<file path="src/rtl/ad9228_serializer.sv">
// ad9228_serializer: emulates the serial LVDS output of an AD9228-style ADC.
// One sample word is shifted out MSB first per frame, accompanied by a DDR
// bit clock (dco) and a frame clock (fco). The word comes from a one-entry
// stream holding register or from one of three built-in test patterns.
// DATA_WIDTH must be even and at least 4.
module ad9228_serializer #(
  parameter int DATA_WIDTH   = 12,
  parameter int DIN_INVERTED = 0,
  parameter int DCO_INVERTED = 0,
  parameter int FCO_INVERTED = 0
) (
  input  logic                  clk,
  input  logic                  rstn,
  input  logic                  enable,
  input  logic [1:0]            pattern_sel,
  input  logic [DATA_WIDTH-1:0] s_data,
  input  logic                  s_valid,
  output logic                  s_ready,
  output logic                  din,
  output logic                  dco,
  output logic                  fco,
  output logic                  frame_start,
  output logic                  underrun
);

  localparam int                IDX_W    = $clog2(DATA_WIDTH);
  localparam logic [IDX_W-1:0]  IDX_LAST = IDX_W'(DATA_WIDTH - 1);
  localparam logic [IDX_W-1:0]  IDX_HALF = IDX_W'(DATA_WIDTH / 2);
  localparam logic [DATA_WIDTH-1:0] CHECKER_WORD = {(DATA_WIDTH / 2){2'b10}};

  localparam logic DIN_INV = (DIN_INVERTED != 0);
  localparam logic DCO_INV = (DCO_INVERTED != 0);
  localparam logic FCO_INV = (FCO_INVERTED != 0);

  localparam logic [1:0] SEL_STREAM  = 2'd0;
  localparam logic [1:0] SEL_RAMP    = 2'd1;
  localparam logic [1:0] SEL_CHECKER = 2'd2;

  typedef enum logic {
    IDLE  = 1'b0,
    SHIFT = 1'b1
  } state_t;

  state_t                state_q, state_d;
  logic [IDX_W-1:0]      idx_q, idx_d;
  logic [DATA_WIDTH-1:0] shreg_q, shreg_d;
  logic [DATA_WIDTH-1:0] prev_word_q, prev_word_d;
  logic [DATA_WIDTH-1:0] hold_q, hold_d;
  logic                  hold_valid_q, hold_valid_d;
  logic [DATA_WIDTH-1:0] ramp_q, ramp_d;
  logic                  din_q, din_d;
  logic                  dco_q, dco_d;
  logic                  fco_q, fco_d;
  logic                  frame_start_q, frame_start_d;
  logic                  underrun_q, underrun_d;

  logic                  load;
  logic                  consume;
  logic                  ready_c;
  logic [DATA_WIDTH-1:0] frame_word;

  // Frame sequencing: next state, bit index, shift register and registered outputs.
  always_comb begin
    // NOTE: every signal gets a default first so no path leaves it unassigned,
    // which would otherwise infer a latch.
    state_d       = state_q;
    idx_d         = idx_q;
    shreg_d       = shreg_q;
    prev_word_d   = prev_word_q;
    ramp_d        = ramp_q;
    underrun_d    = underrun_q;
    din_d         = 1'b0;
    dco_d         = 1'b0;
    fco_d         = 1'b0;
    frame_start_d = 1'b0;
    load          = 1'b0;
    consume       = 1'b0;
    frame_word    = prev_word_q;

    unique case (state_q)
      IDLE: begin
        if (enable) begin
          state_d = SHIFT;
          load    = 1'b1;
        end
      end
      SHIFT: begin
        if (idx_q == IDX_LAST) begin
          // Enable is only looked at on frame boundaries, so a drop mid-frame
          // lets the current word finish.
          if (enable) begin
            load = 1'b1;
          end else begin
            state_d = IDLE;
            idx_d   = '0;
          end
        end else begin
          idx_d   = idx_q + IDX_W'(1);
          din_d   = shreg_q[DATA_WIDTH-1];
          shreg_d = shreg_q << 1;
        end
      end
      default: state_d = IDLE;
    endcase

    // Word source is chosen only here, at bit 0, so pattern_sel changes
    // never corrupt a frame in flight.
    if (load) begin
      idx_d = '0;
      unique case (pattern_sel)
        SEL_STREAM: begin
          if (hold_valid_q) begin
            frame_word = hold_q;
            consume    = 1'b1;
          end else begin
            underrun_d = 1'b1;
          end
        end
        SEL_RAMP: begin
          frame_word = ramp_q;
          ramp_d     = ramp_q + DATA_WIDTH'(1);
        end
        SEL_CHECKER: frame_word = CHECKER_WORD;
        default:     frame_word = '0;
      endcase
      prev_word_d   = frame_word;
      din_d         = frame_word[DATA_WIDTH-1];
      shreg_d       = frame_word << 1;
      frame_start_d = 1'b1;
    end

    if (state_d == SHIFT) begin
      dco_d = ~idx_d[0];
      fco_d = (idx_d < IDX_HALF);
    end
  end

  // One-entry stream holding register; a word can be accepted on the same
  // edge the previous one is consumed into a frame.
  always_comb begin
    ready_c      = (pattern_sel == SEL_STREAM) && (!hold_valid_q || consume);
    hold_d       = hold_q;
    hold_valid_d = hold_valid_q;
    if (consume) begin
      hold_valid_d = 1'b0;
    end
    if (s_valid && ready_c) begin
      hold_d       = s_data;
      hold_valid_d = 1'b1;
    end
  end

  // State and datapath registers, all cleared by the asynchronous reset.
  always_ff @(posedge clk or negedge rstn) begin
    if (!rstn) begin
      // NOTE: the holding register is a plain data flop, but it is reset here
      // because stale sample data must never appear after a reset.
      state_q       <= IDLE;
      idx_q         <= '0;
      shreg_q       <= '0;
      prev_word_q   <= '0;
      hold_q        <= '0;
      hold_valid_q  <= 1'b0;
      ramp_q        <= '0;
      din_q         <= 1'b0;
      dco_q         <= 1'b0;
      fco_q         <= 1'b0;
      frame_start_q <= 1'b0;
      underrun_q    <= 1'b0;
    end else begin
      // NOTE: non-blocking assignments so every flop samples pre-edge values.
      state_q       <= state_d;
      idx_q         <= idx_d;
      shreg_q       <= shreg_d;
      prev_word_q   <= prev_word_d;
      hold_q        <= hold_d;
      hold_valid_q  <= hold_valid_d;
      ramp_q        <= ramp_d;
      din_q         <= din_d;
      dco_q         <= dco_d;
      fco_q         <= fco_d;
      frame_start_q <= frame_start_d;
      underrun_q    <= underrun_d;
    end
  end

  // Ready is combinational from the hold state, gated off while in reset.
  assign s_ready     = ready_c & rstn;
  assign din         = din_q ^ DIN_INV;
  assign dco         = dco_q ^ DCO_INV;
  assign fco         = fco_q ^ FCO_INV;
  assign frame_start = frame_start_q;
  assign underrun    = underrun_q;

endmodule
</file>
<file path="config.mk">
export PLATFORM = sky130hd
export DESIGN_NAME = ad9228_serializer
export DESIGN_NICKNAME = d
export VERILOG_FILES = /design/src/rtl/ad9228_serializer.sv
export SDC_FILE = /design/constraint.sdc
export NUM_CORES = 1
export LEC_CHECK = 0
export BUFFER_PORTS_ARGS = -buffer_cell sky130_fd_sc_hd__buf_2
export CELL_PAD_IN_SITES_DETAIL_PLACEMENT = 0
export CELL_PAD_IN_SITES_GLOBAL_PLACEMENT = 1
export CORE_ASPECT_RATIO = 0.8
export CORE_UTILIZATION = 30
export CTS_CLUSTER_SIZE = 24
export DETAILED_ROUTE_END_ITERATION = 16
export PLACE_DENSITY_LB_ADDON = 0.3
export SETUP_SLACK_MARGIN = 0.5
export SYNTH_ARGS = -nofsm -noshare
export SYNTH_HDL_FRONTEND = slang
export SYNTH_SLANG_ARGS = --single-unit
</file>
<file path="constraint.sdc">
create_clock -name clk -period 2.2 [get_ports clk]
set_input_delay 0.33 -clock clk [delete_from_list [all_inputs] [get_ports clk]]
set_output_delay 0.33 -clock clk [all_outputs]
set_load 0.005 [all_outputs]
</file>
# After elaboration in Yosys (flattened, before gate mapping)

Index checks and enable logic that the tools add are counted.

Add/sub/neg operators: 2
Magnitude comparators: 1
Equal/unequal tests: 4
Muxes and demuxes: 25
Bitwise gates (word level): 4
Reductions and logical operators: 10

Operators by type and width:

| kind                  | number |
|---|---|
| $mux 12               | 4 |
| $pmux 12 s3           | 1 |
| $mux 4                | 4 |
| $mux 1                | 14 |
| $add 12x1->12 const B | 1 |
| $add 4x1->4 const B   | 1 |
| $eq 4x4->1 const B    | 1 |
| $lt 4x3->1 const B    | 1 |
| $pmux 1 s2            | 2 |
| $reduce_and 2->1      | 2 |
| $reduce_bool 2->1     | 2 |
| $not 1->1             | 3 |
| $reduce_and 3->1      | 1 |
| $eq 2x1->1 const B    | 1 |
| $eq 2x2->1 const B    | 1 |
| $logic_and 1x1->1     | 2 |
| $logic_not 2->1       | 1 |
| $ne 2x2->1 const B    | 1 |
| $and 1x1->1           | 1 |
| $logic_not 1->1       | 1 |
| $logic_or 1x1->1      | 1 |

Register bits: 59
Input bits: 18
Output and inout port bits: 6
Logic and storage cells: 58

# Depth between registers and ports, before layout

Word-level depth: 8
Mapped depth: 8
Gate-level depth less buffers: 6

# Worst setup path after synthesis

OpenSTA, ideal clock, no wires.

Path kind: reg2out
Start: reg idx_q[0]
End: out s_ready
Arrival: 1,586 ps
Required time: 1,870 ps
Path slack: 284 ps
Stages on the path, launching flop included: 8
Path buffers: 3
Path through: dfrtp_1 > ha_1 > and3b_1 > buf_2 > o21ai_4 > buf_2 > buf_2 > a21oi_1

Cells in the longest elaborated chain, start to end: 7

RTL lines:

| element                | line | RTL |
|---|---|---|
| start, declared        | 45   | `logic [IDX_W-1:0] idx_q, idx_d;` |
| start signal, assigned | 173  | `idx_q <= idx_d;` |
| $eq 4x4->1             | 88   | `if (idx_q == IDX_LAST) begin` |
| $mux 1                 | 88   |  |
| $pmux 1 s2             | 80   | `unique case (state_q)` |
| $mux 1                 | 108  | `if (load) begin` |
| $logic_or 1x1->1       | 141  | `ready_c = (pattern_sel == SEL_STREAM) && (!hold_valid_q \|\| consume);` |
| $logic_and 1x1->1      | 141  |  |
| $and 1x1->1            | 188  | `assign s_ready = ready_c & rstn;` |
| end, declared          | 18   | `output logic s_ready,` |

Every way passes these cells.

# Final worst setup path

Same ends and word-level chain as after synthesis.

==> impl_metrics.ini <==
[detailed_routing]
drt-initial-drc-count = 112
finalWirelength_um = 6612
routedWlPerCell_um = 16.29
final_antenna_net_count = 0
firstDrtPassIters = 4
routed-via-count = 2006
drc = 0
via_per_inst = 4.941

[power_and_ir_drop]
ir_worst_vdd_mv = 0.4325
p_leak_uw = 0.001684
powerDensity_mw_per_mm2 = 1246
p_total_uw = 4269

[cells_and_area]
final_area_mm2 = 0.003427
n_antenna_cell = 0
finish.net_count = 309
area_growth_pct = 26.45
final_cell_mix = dfrtp_1, nand2_1, buf_2
post-route-util_pct = 39.70
layout_commonest_cell = dfrtp_1
drive_above_1_share_pct = 27.21

[critical_path]
cp-end-kind = output port
r2r_slack_ns = 0.42
crit_path_top_delay_cell = dfrtp_1
r2r-end = hold_q[6]
crit_required_ns = 1.87
critPathMaxFanout = 3
worstRegToRegCells = 7
critPathLaunchType = flip-flop
cp_cell_sequence = ha_2, and3b_2, o21ai_4, a21oi_2, buf_2
crit_type = reg2out
worstPathArrival_ns = 1.49
cp_slowest_stage_delay_ns = 0.39
rr_startpoint = idx_q[0]

[timing]
rsz0062_at_grt = yes
max_freq_mhz = 548.4
tightest_slew_ns = 0.7445
finalCritPeriodShare_pct = 82.89
slew_headroom_pct = 50.37
drv_slew = 0
setup_violations = 0
fin_tns_setup_ns = 0
fin_hold_ws_ns = 0.2323
fin_crit_ns = 1.824
hold_viol = 0
clock_skew_ns = 0.003094

[cts]
cts_tree = built
cts.sinks = 58
insertion_delay_ns = 0.32
root_buffer = clkbuf_16
cts_buffers = 9
htreeDepth = 3
clockBufferDepth = 2
path_clk_slew_ns = 0.05
cts_hold_buf = 0

[placement]
io_buffers = 23
hpwl_um = 4545
placedInstanceArea_mm2 = 0.002960
place.gp.congestion = 0.7449

[synthesis]
synthCells = 253
yosysSeqAreaShare_pct = 53.55
syn_nets = 273
syn_avg_cell_area_um2 = 10.71
synth_seq_cells = 58
yosys_warnings = 0
synth_area_mm2 = 0.002710
synth.distinct_cells = 37

[grt]
grt_max_degree = 59
grt_antenna_before_repair = 0
grt_pass1_wl_um = 10520
overflow = 0
globalRouteTotalUtil_pct = 15.17
grt_pass1_vias = 1952

[flow_run]
drv_cap = 0

[floorplan]
initial_core_util_pct = 31.39
num_rows = 30
die_width_um = 108.3
io_pins = 24
core_mm2 = 0.008633
die-area_mm2 = 0.009420
die_y_um = 87.01

[hold_path]
min_path_type = in2reg
hold_depth = 2
min_to = hold_q[1]
hp-start = s_data[1]

[status]
outcome = finished clean
[stage by stage]
step,std cells,setup slack (ns)
global route,406,0.3429
finish,406,0.3764
floorplan,253,0.4491
detailed placement,382,0.2698
CTS,404,0.3671
global placement,382,0.2954
[where the power goes]
part | switching, uW | total (uW) | internal [uW]
clock | 472 | 1480 | 1010
sequential | 221 | 1640 | 1420
combinational | 555 | 1140 | 590
total | 1250 | 4270 | 3020
[sequential cells by signal, indices dropped and copies added (netlist names), 4 cells and up]
| register | count |
|---|---|
| prev_word_q | 12 |
| ramp_q | 12 |
| shreg_q | 11 |
| idx_q | 4 |
| hold_q | 12 |
[area by class of cell]
type / count / area, um2
clock buffers: 10 / 239.0
clock inverters: 6 / 80.08
fillers: 860 / 5206
inverters: 10 / 42.54
multi-input cells: 170 / 1185
flip-flops and latches: 58 / 1453
well taps: 112 / 140.1
repair buffers: 40 / 287.8
[cells by family after synthesis]
logic type                 count (synthesis)  share of synthesized area (%)
AOI/OAI and AO/OA                         57                          13.30
xor gates and xnor gates                  12                          3.878
adders and majority gates                  2                         0.9232
buffers and inverters                     25                          4.155
DFF                                       58                          53.55
muxes                                     26                          11.59
and+or+nand+nor                           73                          12.60
[repair_timing]
action | CTS | global route
hold endpoints to repair | 0 | 0
pin swaps | 3 | 2
buffers inserted | 6 | 1
cloned | 0 | 1
endpoints found under the setup margin | 45 | 30
gates resized for setup | 9 | 12
[synth_stat cells, drive strengths merged]
library cell	number	area share, %
mux2	13	6.8
xor2	6	1.9
ha	2	0.92
and3b	1	0.32
inv	10	1.4
nand3b	1	0.28
clkbuf	5	0.69
o22ai	2	0.46
and4b	1	0.37
nand2	37	5.1
nand4	5	1.2
buf	10	2.1
a211oi	1	0.28
and2	1	0.23
and3	4	0.92
dfrtp	58	54
xnor2	6	1.9
o21ai	18	3.7
nand3	4	0.74
nor2b	1	0.23
o21bai	1	0.28
o311ai	4	1.3
o211ai	1	0.28
o2111ai	5	1.6
a31oi	7	1.6
nor2	10	1.4
nand2b	2	0.46
mux2i	13	4.8
a22o	2	0.65
and4	2	0.65
nor3	4	0.74
a21oi	16	3.1
[how the worst max path moves through the flow]
stage	startpoint	endpoint	depth (start not counted)	slack [ns]
6_report	idx_q[0]	s_ready	5	0.38
5_1_grt	idx_q[0]	s_ready	5	0.34
4_1_cts	idx_q[0]	s_ready	5	0.37
3_5_place_dp	idx_q[0]	hold_q[6]	6	0.27
3_3_place_gp	idx_q[0]	ramp_q[1]	5	0.30
2_1_floorplan	idx_q[0]	hold_q[0]	7	0.45
[worst max-delay path: cells and delay by family, from the launching register on]
kind                     cells  cell delay (ns)
buffers and inverters        1             0.13
adder cells (fa/ha/maj)      1             0.20
AO/OA/AOI/OAI                2             0.23
flip-flops                   1             0.39
AND/OR/NAND/NOR              1             0.22
[per-layer routing]
layer | routed length, um | up-vias | track usage (%)
li1 | - | 978 | -
met3 | 269 | 6 | 4.936
met2 | 2787 | 43 | 20.73
met5 | 0 | - | 0
met1 | 3444 | 979 | 22.04
met4 | 111 | 0 | 5.651
No activity file was read; power rests on OpenSTA's default activity.
